<file path="src/rtl/smg_decode_module.sv">
// smg_decode_module
// Recovers digit values from a multiplexed, active-low seven-segment display
// bus. The select and segment buses are synchronized, a select/segment pair
// must stay stable for STABLE_CYCLES clocks before it is captured, and each
// capture updates that digit's value, validity and decimal-point flag.
// A one-cycle Frame_Done pulse follows once all six digits have been captured.
// A one-cycle Code_Err pulse flags a capture whose segment pattern is not a
// recognized digit.
//
// Build option: define SMG_HEX_DECODE_EN to also decode the A..F patterns.
// Without it only 0..9 are legal.

module smg_decode_module #(
  parameter int STABLE_CYCLES = 16  // legal range 2..255
) (
  input  logic        CLK,
  input  logic        RST_N,
  input  logic [7:0]  SMG_Data,
  input  logic [5:0]  Scan_Sig,
  output logic [23:0] Digit_Data,
  output logic [5:0]  Digit_Valid,
  output logic [5:0]  Dp_Flags,
  output logic        Frame_Done,
  output logic        Code_Err
);

  typedef enum logic [1:0] {
    ST_IDLE  = 2'd0,
    ST_TRACK = 2'd1,
    ST_HOLD  = 2'd2
  } state_t;

  localparam logic [7:0] CNT_LAST = 8'(STABLE_CYCLES - 1);
  localparam logic [7:0] CNT_FULL = 8'(STABLE_CYCLES);

  // Two-flop synchronizer stages.
  logic [7:0] data_s1, data_s2;
  logic [5:0] sel_s1,  sel_s2;

  // Tracking state.
  state_t     state, state_next;
  logic [7:0] cnt, cnt_next;
  logic [7:0] lat_data;
  logic [5:0] lat_sel;
  logic       load_pair;
  logic       capture;

  // Frame bookkeeping.
  logic [5:0] frame_mask;

  // Returns {legal, value}; bit 7 is ignored so the decimal point never
  // changes the digit that is recognized.
  function automatic logic [4:0] decode_seg(input logic [6:0] seg);
    logic [4:0] r;
    r = 5'h00;
    case ({1'b1, seg})
      8'hc0: r = {1'b1, 4'h0};
      8'hf9: r = {1'b1, 4'h1};
      8'ha4: r = {1'b1, 4'h2};
      8'hb0: r = {1'b1, 4'h3};
      8'h99: r = {1'b1, 4'h4};
      8'h92: r = {1'b1, 4'h5};
      8'h82: r = {1'b1, 4'h6};
      8'hf8: r = {1'b1, 4'h7};
      8'h80: r = {1'b1, 4'h8};
      8'h90: r = {1'b1, 4'h9};
`ifdef SMG_HEX_DECODE_EN
      8'h88: r = {1'b1, 4'ha};
      8'h83: r = {1'b1, 4'hb};
      8'hc6: r = {1'b1, 4'hc};
      8'ha1: r = {1'b1, 4'hd};
      8'h86: r = {1'b1, 4'he};
      8'h8e: r = {1'b1, 4'hf};
`endif
      default: r = 5'h00;
    endcase
    return r;
  endfunction

  // True when exactly one select line is driven low.
  function automatic logic sel_one_low(input logic [5:0] sel);
    logic [5:0] inv;
    inv = ~sel;
    return (inv != 6'd0) && ((inv & (inv - 6'd1)) == 6'd0);
  endfunction

  // Digit index of a one-hot-low select.
  function automatic logic [2:0] sel_index(input logic [5:0] sel);
    logic [2:0] idx;
    idx = 3'd0;
    for (int i = 0; i < 6; i++) begin
      if (!sel[i]) idx = 3'(i);
    end
    return idx;
  endfunction

  logic       sel_ok;
  logic       pair_same;
  logic [4:0] dec;
  logic [2:0] cap_idx;
  logic [5:0] cap_bit;
  logic [5:0] mask_merged;

  assign sel_ok      = sel_one_low(sel_s2);
  assign pair_same   = (sel_s2 == lat_sel) && (data_s2 == lat_data);
  assign dec         = decode_seg(lat_data[6:0]);
  assign cap_idx     = sel_index(lat_sel);
  assign cap_bit     = 6'd1 << cap_idx;
  assign mask_merged = frame_mask | cap_bit;

  // Synchronize the asynchronous display buses; idle values look like a
  // blanked display so reset release cannot start a capture.
  // NOTE: sequential state uses non-blocking assignments so every flop samples
  // the pre-edge value of its source, which is what makes the chain two stages.
  always_ff @(posedge CLK or negedge RST_N) begin
    if (!RST_N) begin
      data_s1 <= 8'hff;
      data_s2 <= 8'hff;
      sel_s1  <= 6'h3f;
      sel_s2  <= 6'h3f;
    end else begin
      data_s1 <= SMG_Data;
      data_s2 <= data_s1;
      sel_s1  <= Scan_Sig;
      sel_s2  <= sel_s1;
    end
  end

  // Next-state, stability counter and capture decision.
  // NOTE: every output of this block is given a default first, so no path
  // leaves a signal unassigned and no latch is inferred.
  always_comb begin
    state_next = state;
    cnt_next   = cnt;
    load_pair  = 1'b0;
    capture    = 1'b0;
    case (state)
      ST_IDLE: begin
        if (sel_ok) begin
          state_next = ST_TRACK;
          cnt_next   = 8'd1;
          load_pair  = 1'b1;
        end
      end
      ST_TRACK: begin
        if (pair_same) begin
          if (cnt == CNT_LAST) begin
            capture    = 1'b1;
            state_next = ST_HOLD;
            cnt_next   = CNT_FULL;
          end else begin
            cnt_next = cnt + 8'd1;
          end
        end else if (sel_ok) begin
          load_pair = 1'b1;
          cnt_next  = 8'd1;
        end else begin
          state_next = ST_IDLE;
          cnt_next   = 8'd0;
        end
      end
      ST_HOLD: begin
        if (!pair_same) begin
          if (sel_ok) begin
            state_next = ST_TRACK;
            load_pair  = 1'b1;
            cnt_next   = 8'd1;
          end else begin
            state_next = ST_IDLE;
            cnt_next   = 8'd0;
          end
        end
      end
      default: begin
        state_next = ST_IDLE;
        cnt_next   = 8'd0;
      end
    endcase
  end

  // State register, stability counter and the latched pair under test.
  // NOTE: reset clears all control state so a TRACK in progress is abandoned
  // and the pair must be held for a full stable period after release.
  always_ff @(posedge CLK or negedge RST_N) begin
    if (!RST_N) begin
      state    <= ST_IDLE;
      cnt      <= 8'd0;
      lat_data <= 8'hff;
      lat_sel  <= 6'h3f;
    end else begin
      state <= state_next;
      cnt   <= cnt_next;
      if (load_pair) begin
        lat_data <= data_s2;
        lat_sel  <= sel_s2;
      end
    end
  end

  // Capture path: digit outputs, frame mask and the two event pulses.
  always_ff @(posedge CLK or negedge RST_N) begin
    if (!RST_N) begin
      Digit_Data  <= 24'h000000;
      Digit_Valid <= 6'h00;
      Dp_Flags    <= 6'h00;
      Frame_Done  <= 1'b0;
      Code_Err    <= 1'b0;
      frame_mask  <= 6'h00;
    end else begin
      Frame_Done <= 1'b0;
      Code_Err   <= 1'b0;
      if (capture) begin
        Dp_Flags[cap_idx] <= ~lat_data[7];
        if (dec[4]) begin
          Digit_Data[4*cap_idx +: 4] <= dec[3:0];
          Digit_Valid[cap_idx]       <= 1'b1;
        end else begin
          Digit_Valid[cap_idx] <= 1'b0;
          Code_Err             <= 1'b1;
        end
        if (mask_merged == 6'h3f) begin
          Frame_Done <= 1'b1;
          frame_mask <= 6'h00;
        end else begin
          frame_mask <= mask_merged;
        end
      end
    end
  end

endmodule

</file>
<file path="config.mk">
export PLATFORM = sky130hd
export DESIGN_NAME = smg_decode_module
export DESIGN_NICKNAME = d
export VERILOG_FILES = /design/src/rtl/smg_decode_module.sv
export SDC_FILE = /design/constraint.sdc
export NUM_CORES = 1
export LEC_CHECK = 0
export BUFFER_PORTS_ARGS = -buffer_cell sky130_fd_sc_hd__buf_2
export CAP_MARGIN = 20
export CELL_PAD_IN_SITES_DETAIL_PLACEMENT = 1
export CELL_PAD_IN_SITES_GLOBAL_PLACEMENT = 1
export CORE_MARGIN = 10
export CORE_UTILIZATION = 42
export DETAILED_ROUTE_END_ITERATION = 8
export GPL_ROUTABILITY_DRIVEN = 0
export PLACE_DENSITY = 0.73
export SETUP_SLACK_MARGIN = 0.02
export SLEW_MARGIN = 0
export SYNTH_ARGS = -nofsm -noshare
export SYNTH_HDL_FRONTEND = slang
export SYNTH_SLANG_ARGS = --single-unit
</file>
<file path="constraint.sdc">
create_clock -name CLK -period 2.8 [get_ports CLK]
set_input_delay 0.56 -clock CLK [delete_from_list [all_inputs] [get_ports CLK]]
set_output_delay 0.56 -clock CLK [all_outputs]
set_load 0.1 [all_outputs]
</file>
# Word level (Yosys, flattened, before mapping)
# Cells that the tools add are included.
# word_totals
ff_bits	96
output_inout_bits	38
# op_classes
order_cmp	2
n_shift	3
eq_ne	19
bitwise_logic	7
n_reduce_logical	11
addsub	3
n_mux	35
# op_table
cell	n
one-hot mux 5 bit (10 select lines)	1
negator 5 -> 34 bit	1
variable shift 4 x 34 -> 24 bit (first input constant)	1
variable part select 4 x 34 -> 24 bit	1
2-to-1 mux 8 bit	4
bitwise mux 24 bit	1
one-hot mux 8 bit (3 select lines)	1
equality test 7 x 5 -> 1 bit (second input constant)	3
equality test 7 bit (second input constant)	3
equality test 7 x 6 -> 1 bit (second input constant)	2
2-to-1 mux 1 bit	13
bitwise AND 6 bit	2
2-to-1 mux 3 bit	4
2-to-1 mux 6 bit	2
NOT 6 bit	2
bitwise OR 6 bit	2
2-to-1 mux 2 bit	5
adder 8 x 1 -> 8 bit (second input constant)	1
equality test 8 x 4 -> 1 bit (second input constant)	1
equality test 8 bit	1
equality test 7 x 2 -> 1 bit (second input constant)	1
logical NOT 7 bit	1
bitwise mux 6 bit	1
equality test 6 bit	1
20 further kinds	25

# Depth between registers and ports, before layout
# Gate-level depths: netlist of run 1.
# depth
ltp_word	12
ltp_mapped	10
depth_no_buf	9

# Worst setup path before layout of run 1
# OpenSTA, ideal clock, no wires.
# synth_timing
path_kind	reg-to-reg
startpoint	register lat_sel[1]
endpoint	register frame_mask[4]
setup_slack_ps	-52
t_required_ps	2681
synth_period_minus_slack_ps	2852
setup_time_ps	119
path_buffers	0
arrival_ps	2733
path_stages_with_launch	9
path_cell_list	dfstp_2 -> o21ai_0 -> a21oi_1 -> ha_1 -> ha_1 -> nor2_1 -> or4_1 -> nor3_2 -> o21ba_2
# synth_between
elab_chain_cells	9
word_cells_on_any_way	13
cone_classes	eq/ne (2); shift (1); mux (8); bitwise (1); reduce/logical (1)
# synth_lines
item	line_no	source
from (decl)	44	logic [5:0] lat_sel;
from (signal assigned)	195	lat_sel <= sel_s2;
2-to-1 mux 1 bit	92	if (!sel[i]) idx = 3'(i);
2-to-1 mux 3 bit (4 in a row)	92	
<< shifter 1 x 3 -> 6 bit	108	assign cap_bit = 6'd1 << cap_idx;
bitwise OR 6 bit	109	assign mask_merged = frame_mask | cap_bit;
equality test 6 bit	221	if (mask_merged == 6'h3f) begin
2-to-1 mux 6 bit	221	
to (signal assigned)	225	frame_mask <= mask_merged;
to (decl)	49	logic [5:0] frame_mask;
# Parallel ways exist; a longest one is shown, timed or not.
# A chain may end at the register's enable or synchronous reset.

# Worst setup path in the final report of run 1
# layout_timing
startpoint	register lat_sel[5]
endpoint	register Digit_Data[18]
# layout_between
elab_chain_cells	5
word_cells_on_any_way	10
cone_classes	add/sub (1); eq/ne (1); shift (2); mux (4); reduce/logical (2)
# layout_lines
item	line_no	source
parallel branches: the longest is 5 deep, another holds negator 5 -> 34 bit	n/a	
to (signal, indexed assignment)	215	Digit_Data[4*cap_idx +: 4] <= dec[3:0];
to (decl)	20	output logic [23:0] Digit_Data,
# Several ways; the timed one is not identified.

==> impl_metrics.csv, run 1 <==
group,metric,value,unit
timing,fmax,384,MHz
routing,vias,3099,
synth,syn_inst,375,
routing,drt-met1-wl,4480,um
routing,viasPerCell,5.40,
timing,rsz0062_at_grt,"no",
clocking,clockBufferDepth,2,
clocking,tritoncts,"built",
clocking,cts.sinks,96,
setup_path,critPathKind,"flop to flop",
placed_design,placed_cell_area,0.00498,mm2
setup_path,path_delay_family,"simple AND/OR/NAND/NOR gates",
die,rows,37,
timing,period_needed,2.61,ns
placed_design,post-dp-hpwl,7450,um
global_route,antenna_found_initial,0,
global_route,grt_pass1_vias,3322,
timing,slew_viol_final,0,
routing,wire_per_inst,17.7,um
synth,yosysUniqueCellTypes,56,
synth,ys_ff_latch,96,
pwr,power,4070,uW
setup_path,timing.critical_path.buf_inv,1,
timing,slew_headroom,0.513,
clocking,ctsHoldBuffers,0,
global_route,grt_start_max_net_pins,60,
routing,antenna_left,0,
synth,syn_avg_cell_area,12.1,um2
timing,hold_viol,0,
global_route,grt_overflow,0,
die,coreArea,0.0104,mm2
routing,met2_length,5180,um
synth,yosysWarnings,0,
pwr,power_density,782,mW/mm2
synth,seq_area_frac_synth,0.540,
global_route,grt_pass1_wl,16800,um
die,die_x,124,um
setup_path,cp_slowest_cell,"or4b_2",
setup_path,worst_setup_path_start_kind,"flop",
die,die_h,124,um
cells_and_area,area_delta_synth_final,14.5,%
timing,fin_crit_sh,0.931,
routing,drt-initial-drc-count,181,
clocking,clkTransAtPathRegs,0.10,ns
clocking,clk_latency,0.37,ns
placed_design,portBuffers,53,
routing,firstDrtPassIters,4,
routing,highest_layer,"met4",
outcome,status,"completed",
synth,ys.flop_type,"dfrtp_1",
cells_and_area,fin_util,0.500,
synth,synth_nets,401,
setup_path,worst_setup_path_end_kind,"flop",
synth,async_flop_share,1.00,
routing,drc,0,
job,maxCapViolCount,0,
synth,netlist_area,0.00454,mm2
cells_and_area,final_cell_mix,"dfrtp_1 (54), buf_2 (52), dfstp_2 (42), mux2_2 (29), nor2_1 (23)",
setup_path,max_stage_delay,0.66,ns
setup_path,path_cells,"nand2_1, clkinv_1, nand2_1, ha_1, ha_1, or4b_2, o31ai_1",
timing,skew,0.0169,ns
cells_and_area,final_common_cell,"dfrtp_1",
setup_path,path_max_fanout,8,
min_path,hold_path.class,"input port to asynchronous set/reset pin",
timing,setup_tns,0,ns
setup_path,critPathArrivalTime,2.88,ns
die,initial_core_util,0.436,
timing,worst_pin_slew,0.730,ns
timing,finalSetupViolCount,0,
clocking,htree_levels,3,
cells_and_area,n_antenna_cell,0,
setup_path,cp.required,3.08,ns
routing,dr_wl_met3,358,um
die,die-area,0.0154,mm2
clocking,cts_root_buf,"clkbuf_8",
cells_and_area,nNetsFinal,459,
timing,fin_ws,0.193,ns
synth,synth-edff-count,0,
placed_design,place_ws,0.0776,ns
die,ioPinCount,54,
pwr,power_leakage,0.00241,uW
global_route,grtUsageTotal,0.137,
cells_and_area,fillers,1149,
clocking,cts_made_buffers,9,
pwr,vdd_drop_max,0.311,mV
cells_and_area,layout-drive-gt1-share,0.402,
routing,drt_wl_total,10200,um
cells_and_area,final_area,0.00520,mm2
-- state kept, by name, summed over array words and instances, names as in the netlist, 2 cells and up, named ones only --
signal	cells
Digit_Data	24
Dp_Flags	6
cnt	8
data_s1	8
data_s2	8
frame_mask	6
lat_data	8
lat_sel	6
sel_s1	6
sel_s2	6
state	2
-- stage by stage --
step           std cells  hold slack [ns]
2_1_floorplan        375            0.264
3_3_place_gp         557            0.345
3_5_place_dp         557            0.347
4_1_cts              573            0.167
5_1_grt              574            0.187
6_report             574            0.150
-- logic make-up (layout without fill, tap and decap cells) --
logic type,count (synthesis),after routing,share of synthesized area
buffers and inverters,38,101,0.0407
DFF,96,96,0.540
and+or+nand+nor,103,103,0.142
adders and majority gates,10,10,0.0275
muxes,44,44,0.107
xor gates and xnor gates,18,18,0.0396
AOI/OAI and AO/OA,66,66,0.102
-- worst reg2reg max path, delay by kind of cell (launching register included) --
kind            cells  cell delay, ns
fa+ha+maj           2            0.55
simple gates        3            0.97
flops               1            0.65
compound gates      1            0.25
buf+inv             1            0.10
-- metal layers --
layer | vias up | GRT usage
li1 | 1439 | -
met1 | 1604 | 0.169
met2 | 45 | 0.234
met3 | 11 | 0.0231
met4 | 0 | 0.0518
met5 | - | 0
-- worst paths after layout --
check | startpoint | to | slack, ns | cells past startpoint
worst max-delay path | lat_sel[5]$_DFFE_PN1P_ | Digit_Data[18]$_DFFE_PN0P_ | 0.19 | 7
worst min-delay path | RST_N | Digit_Data[15]$_DFFE_PN0P_ | 0.15 | 1
worst max register to register | lat_sel[5]$_DFFE_PN1P_ | Digit_Data[18]$_DFFE_PN0P_ | 0.19 | 7
worst min register to register | sel_s1[0]$_DFF_PN1_ | sel_s2[0]$_DFF_PN1_ | 0.35 | 0
max in group asynchronous | RST_N | sel_s2[3]$_DFF_PN1_ | 1.89 | 2
min in group CLK | Scan_Sig[3] | sel_s1[3]$_DFF_PN1_ | 0.29 | 1
-- power breakdown --
group          leakage (uW)  internal [uW]  switching (uW)
Combinational       0.00111            506             715
Sequential          0.00119           1630             280
Clock              0.000108            438             503
Total               0.00241           2570            1500
-- layout make-up --
| type | instances | area, um2 | share of cell area |
|---|---|---|---|
| clock buffers | 12 | 178 | 0.0341 |
| clock inverters | 4 | 28.8 | 0.00553 |
| inverters | 18 | 67.6 | 0.0130 |
| multi-input cells | 241 | 1920 | 0.369 |
| flip-flops and latches | 96 | 2450 | 0.472 |
| well taps | 136 | 170 | 0.0327 |
| repair buffers | 67 | 385 | 0.0741 |
-- cell usage after synthesis, drive strengths merged (5+ instances only) --
cell | n | share of area
inv | 17 | 0.014
o21ai | 11 | 0.013
ha | 10 | 0.028
nor2 | 24 | 0.020
dfstp | 42 | 0.24
nor3 | 8 | 0.0099
buf | 14 | 0.021
nand4 | 7 | 0.011
mux2 | 37 | 0.092
mux2i | 7 | 0.015
o31ai | 15 | 0.025
nor2b | 6 | 0.0083
dfrtp | 54 | 0.30
a21oi | 13 | 0.014
nand3 | 5 | 0.0055
nor4 | 9 | 0.030
xnor2 | 17 | 0.038
nand2 | 18 | 0.017
clkbuf | 6 | 0.0050
a31oi | 7 | 0.0096
nand2b | 7 | 0.0096
-- what timing repair did --
action,4_1_cts,5_1_grt
resized for setup,0,3
buffers inserted,0,1
hold endpoints to repair,0,0
endpoints found under the setup margin,0,30
Note: power is estimated with default switching activity, not from simulation.
==> run 2: changes to the inputs <==
Settings changed: CORE_MARGIN 10 to 5.
==> run 2 against run 1 <==
Net effect: die area is 15% lower; critical endpoint is now Digit_Data[11]$_DFFE_PN0P_; critical path type unchanged; maximum frequency is 0.47% lower; non-clock buffer count stayed put; via count is 0.97% lower; sequential power hardly changed; worst hold slack better by 0.020 ns.
==> impl_metrics.csv, run 2 (synthesized netlist as in run 1, its figures left out) <==
group,metric,value,unit
outcome,status,"completed",
global_route,grt_pass1_wl,16500,um
die,rows,38,
clocking,cts_made_buffers,9,
cells_and_area,fin_cells,578,
cells_and_area,final_cell_mix,"dfrtp_1 (54), buf_2 (52), dfstp_2 (42), mux2_2 (29), nor2_1 (23)",
cells_and_area,n_antenna_cell,0,
routing,highest_layer,"met4",
timing,worst_pin_slew,0.683,ns
global_route,antenna_found_initial,0,
global_route,grt_pass1_vias,3312,
timing,period_needed,2.62,ns
setup_path,critPathKind,"flop to flop",
clocking,clockBufferDepth,2,
pwr,power,4000,uW
pwr,power_density,772,mW/mm2
routing,drt-met1-wl,4240,um
pwr,power_leakage,0.00239,uW
timing,slew_headroom,0.540,
timing,whs,0.170,ns
routing,antenna_left,0,
timing,rsz0062_at_grt,"no",
setup_path,critPathArrivalTime,2.87,ns
clocking,cts_root_buf,"clkbuf_8",
routing,dr_wl_met3,326,um
clocking,clkTransAtPathRegs,0.09,ns
routing,drt_wl_total,9560,um
timing,hold_viol,0,
routing,viasPerCell,5.31,
timing,slew_viol_final,0,
routing,drc,0,
job,maxCapViolCount,0,
cells_and_area,layout-drive-gt1-share,0.393,
cells_and_area,fillers,1186,
setup_path,worst_setup_path_start_kind,"flop",
timing,skew,0.0126,ns
setup_path,worst_setup_path_end_kind,"flop",
clocking,htree_levels,3,
routing,vias,3069,
setup_path,cp.required,3.05,ns
placed_design,post-dp-hpwl,6990,um
placed_design,dp_cells,562,
timing,fmax,382,MHz
cells_and_area,largest_reg_flops,24,
setup_path,critPathLaunch,"lat_data[0]$_DFFE_PN1P_",
clocking,cts.sinks,96,
clocking,clk_latency,0.37,ns
min_path,hold_path.class,"input port to asynchronous set/reset pin",
setup_path,path_max_fanout,10,
global_route,grt_overflow,0,
global_route,grtUsageTotal,0.160,
cells_and_area,final_common_cell,"dfrtp_1",
placed_design,portBuffers,53,
routing,drt-initial-drc-count,88,
pwr,vdd_drop_max,0.314,mV
die,die_x,114,um
routing,firstDrtPassIters,4,
setup_path,worstReg2RegStart,"lat_data[0]$_DFFE_PN1P_",
routing,wire_per_inst,16.5,um
clocking,tritoncts,"built",
die,ioPinCount,54,
die,coreArea,0.0107,mm2
clocking,ctsHoldBuffers,0,
routing,met2_length,4810,um
cells_and_area,largest_register,"Digit_Data",
timing,setup_tns,0,ns
die,die_h,114,um
cells_and_area,nNetsFinal,459,
die,initial_core_util,0.423,
global_route,grt_start_max_net_pins,56,
timing,fin_crit_sh,0.935,
die,die-area,0.0130,mm2
cells_and_area,area_delta_synth_final,14.1,%
timing,finalSetupViolCount,0,
run 2: power by group:
group | internal, uW | leakage, uW | switching (uW) | total, uW
registers | 1630 | 0.00119 | 286 | 1910
clock network | 429 | 0.0000994 | 468 | 896
logic | 510 | 0.00110 | 683 | 1190
run 2: worst paths after layout:
path	endpoint	slack [ns]	depth (start not counted)
setup / recovery	Digit_Data[11]$_DFFE_PN0P_	0.18	6
hold / removal	Digit_Data[7]$_DFFE_PN0P_	0.17	1
setup reg to reg	Digit_Data[11]$_DFFE_PN0P_	0.18	6
hold reg to reg	sel_s2[3]$_DFF_PN1_	0.36	0
max in group asynchronous	sel_s2[3]$_DFF_PN1_	1.88	2
min in group CLK	data_s1[4]$_DFF_PN1_	0.29	1
run 2: metal layers:
metal | vias up | GRT usage
met2 | 49 | 0.273
li1 | 1452 | -
met1 | 1555 | 0.201
met5 | - | 0
met3 | 13 | 0.0249
met4 | 0 | 0.0665
run 2: critical path, cell delays in order, from the launching register on:
cell and delay (ns):
dfstp_2 0.64, nor3b_1 0.27, a21oi_1 0.07, o41ai_1 0.46, nor2_2 0.25, nor4_4 0.44, mux2_2 0.38
run 2: stage by stage:
| step | utilization | cell area [um2] | setup WS (ns) |
|---|---|---|---|
| after global placement | 0.464 | 4990 | 0.174 |
| after CTS | 0.483 | 5180 | 0.0809 |
| after global routing | 0.483 | 5180 | 0.0298 |
| after floorplan | - | 4550 | 0.0862 |
| after detailed placement | 0.464 | 4990 | 0.0978 |
| final | 0.483 | 5180 | 0.181 |
run 2: timing repair:
action | 4_1_cts | 5_1_grt
setup buffers | 0 | 0
setup endpoints to repair | 0 | 26
resized for setup | 0 | 1
run 2: final cells by class:
| cell class | count | area (um2) | area share |
|---|---|---|---|
| flip-flops and latches | 96 | 2450 | 0.473 |
| clock inverters | 1 | 6.26 | 0.00121 |
| inverters | 18 | 67.6 | 0.0130 |
| well taps | 140 | 175 | 0.0338 |
| multi-input cells | 241 | 1910 | 0.368 |
| clock buffers | 15 | 188 | 0.0362 |
| repair buffers | 67 | 385 | 0.0743 |
==> run 3: changes to the inputs <==
Settings changed: ABC_AREA from default to 1, CORE_UTILIZATION 42 to 39, RECOVER_POWER from default to 50.
==> run 3 against run 2 <==
Net effect: the run now ends with capacitance limit, slew limit left; clock skew decreased by 0.0039 ns; register-to-register slack improved by 0.07 ns; non-clock buffer count decreased by 8; combinational power increased by 28%; worst hold slack improved by 0.13 ns; final cell count increased by 39%; critical path depth increased by 4; via count increased by 31%; area after synthesis increased by 3.9%; count of clock-buffer cells in the layout decreased by 4; first-iteration DRC count increased by 61%; routed wire length increased by 23%.
==> impl_metrics.csv, run 3 <==
group,metric,value,unit
synth,seq_area_frac_synth,0.520,
routing,viasPerCell,5.02,
die,rows,40,
pwr,vdd_drop_max,0.378,mV
cells_and_area,area_delta_synth_final,15.9,%
setup_path,critPathArrivalTime,2.79,ns
routing,vias,4023,
min_path,hold_path.class,"input port to flop",
timing,slew_headroom,-0.322,
timing,fmax,392,MHz
synth,ys_top_cells_by_count,"nand2_1 (192), inv_1 (70), nor2_1 (56)",
synth,syn_avg_cell_area,8.04,um2
synth,yosysMostFrequentCell,"nand2_1",
routing,drc,0,
synth,synth-compound-area-share,0.0477,
clocking,clk_latency,0.35,ns
cells_and_area,final_cell_mix,"nand2_1 (192), inv_1 (70), nor2_1 (56), dfrtp_1 (54), buf_2 (52)",
cells_and_area,largest_reg_flops,24,
outcome,status,"complete, but fails checks",
global_route,antenna_found_initial,0,
timing,period_needed,2.55,ns
synth,synth_nets,613,
cells_and_area,layout-drive-gt1-share,0.203,
timing,setup_tns,0,ns
timing,rsz0062_at_grt,"no",
min_path,whs_path_depth,1,
synth,syn_inst,587,
timing,fin_ws,0.246,ns
synth,yosysTopAreaCell,"dfrtp_1",
placed_design,post-dp-hpwl,9030,um
synth,ys_ff_latch,96,
placed_design,place_ws,0.249,ns
clocking,cts_made_buffers,9,
global_route,grt_pass1_vias,4167,
timing,slew_viol_final,38,
pwr,power_density,823,mW/mm2
timing,worst_pin_slew,1.98,ns
cells_and_area,nNetsFinal,675,
setup_path,worstRegToRegCells,10,
clocking,cts.sinks,96,
job,maxCapViolCount,1,
routing,drt_wl_total,11800,um
clocking,cts_root_buf,"clkbuf_16",
die,coreArea,0.0120,mm2
timing,finalSetupViolCount,0,
setup_path,rrSetupSlack,0.25,ns
placed_design,portBuffers,53,
setup_path,worst_setup_path_end_kind,"flop",
timing,hold_viol,0,
synth,yosysWarnings,0,
synth,synth_top_family_by_area,"simple AND/OR/NAND/NOR gates",
routing,antenna_left,0,
cells_and_area,final_common_cell,"nand2_1",
timing,skew,0.00868,ns
global_route,grt_start_max_net_pins,60,
routing,wire_per_inst,14.7,um
routing,firstDrtPassIters,4,
timing,fin_crit_sh,0.912,
cells_and_area,largest_register,"Digit_Data",
routing,drt-initial-drc-count,142,
synth,synth_xor_area_frac,0.0148,
global_route,grt_pass1_wl,20400,um
clocking,htree_levels,3,
cells_and_area,fin_util,0.457,
setup_path,cp.required,3.04,ns
setup_path,path_max_fanout,9,
clocking,clockBufferDepth,2,
synth,synth-simple-area-share,0.322,
die,die_x,120,um
synth,ys.flop_type,"dfrtp_1",
synth,synth_area_leaders,"dfrtp_1 (29%), dfstp_2 (23%), nand2_1 (15%)",
clocking,tritoncts,"built",
timing,whs,0.304,ns
global_route,grtUsageTotal,0.177,
die,ioPinCount,54,
synth,synth-edff-count,0,
synth,netlist_area,0.00472,mm2
cells_and_area,n_antenna_cell,0,
clocking,clkTransAtPathRegs,0.07,ns
die,die-area,0.0144,mm2
die,initial_core_util,0.395,
clocking,ctsHoldBuffers,0,
setup_path,worst_setup_path_start_kind,"flop",
synth,synthAdderAreaFrac,0.0265,
setup_path,critPathKind,"flop to flop",
synth,async_flop_share,1.00,
pwr,power_leakage,0.00285,uW
synth,synth.area.mux_share,0,
global_route,grt_overflow,0,
outcome,failed_checks,"capacitance limit, slew limit",
synth,yosysUniqueCellTypes,28,
die,die_h,120,um
synth,synth_top_area_share,0.286,
run 3: changes by cell type after synthesis, moves of 19 or more:
| cell | delta |
|---|---|
| inv_1 | +53 |
| nand3_1 | +43 |
| mux2_2 | -29 |
| nand2_1 | +175 |
| nor2_1 | +33 |
| o21ai_0 | +19 |
run 3: repair_timing:
action / in CTS / in global routing
gates resized for setup: 0 / 1
setup buffers: 0 / 0
setup endpoints to repair: 0 / 4
run 3: critical path: stages (launching register included):
cell,delay [ns]
dfstp_2,0.59
nand2_1,0.11
nor2_1,0.15
inv_1,0.08
ha_1,0.18
ha_1,0.46
inv_1,0.21
nor2_1,0.31
nand3_1,0.20
nand2_1,0.10
nand2_1,0.05
run 3: path summary, 6_finish.rpt:
check                                  startpoint                         to
max                        lat_sel[5]$_DFFE_PN1P_  Digit_Data[6]$_DFFE_PN0P_
min                                   SMG_Data[5]       data_s1[5]$_DFF_PN1_
max reg2reg                lat_sel[5]$_DFFE_PN1P_  Digit_Data[6]$_DFFE_PN0P_
min reg2reg                  data_s1[7]$_DFF_PN1_       data_s2[7]$_DFF_PN1_
max in group asynchronous                   RST_N     lat_sel[2]$_DFFE_PN1P_
min in group asynchronous                   RST_N         Code_Err$_DFF_PN0_
run 3: logic make-up (layout without fill, tap and decap cells):
kind of cell    after synthesis  in the layout
flops                        96             96
compound gates               45             45
fa+ha+maj                    10             10
xor+xnor                      8              8
simple gates                345            345
buf+inv                      83            150
run 3: area by class of cell:
type / count / area, um2
clock buffers: 11 / 243
clock inverters: 5 / 40.0
fillers: 1469 / 6490
inverters: 75 / 282
multi-input cells: 408 / 1940
flip-flops and latches: 96 / 2450
well taps: 147 / 184
repair buffers: 59 / 322
run 3: layer usage:
layer | vias to the layer above | share of wire | wire (um) | global-route usage
li1 | 1987 | - | - | -
met1 | 1960 | 0.46 | 5460 | 0.226
met2 | 56 | 0.48 | 5670 | 0.295
met3 | 20 | 0.033 | 387 | 0.0372
met4 | 0 | 0.023 | 274 | 0.0651
met5 | - | 0 | 0 | 0
run 3: metrics by stage:
stage	instance area (um2)	power [uW]	std cells
after floorplan	4720	2850	587
after global placement	5180	3260	785
after detailed placement	5180	3330	785
after CTS	5470	4530	801
after global routing	5470	4850	801
final	5470	4500	801
run 3: power breakdown:
| part | switching, uW | leakage [uW] | internal (uW) | total [uW] |
|---|---|---|---|---|
| clock | 533 | 0.000137 | 633 | 1170 |
| combinational | 1110 | 0.00152 | 405 | 1520 |
| sequential | 189 | 0.00119 | 1620 | 1810 |
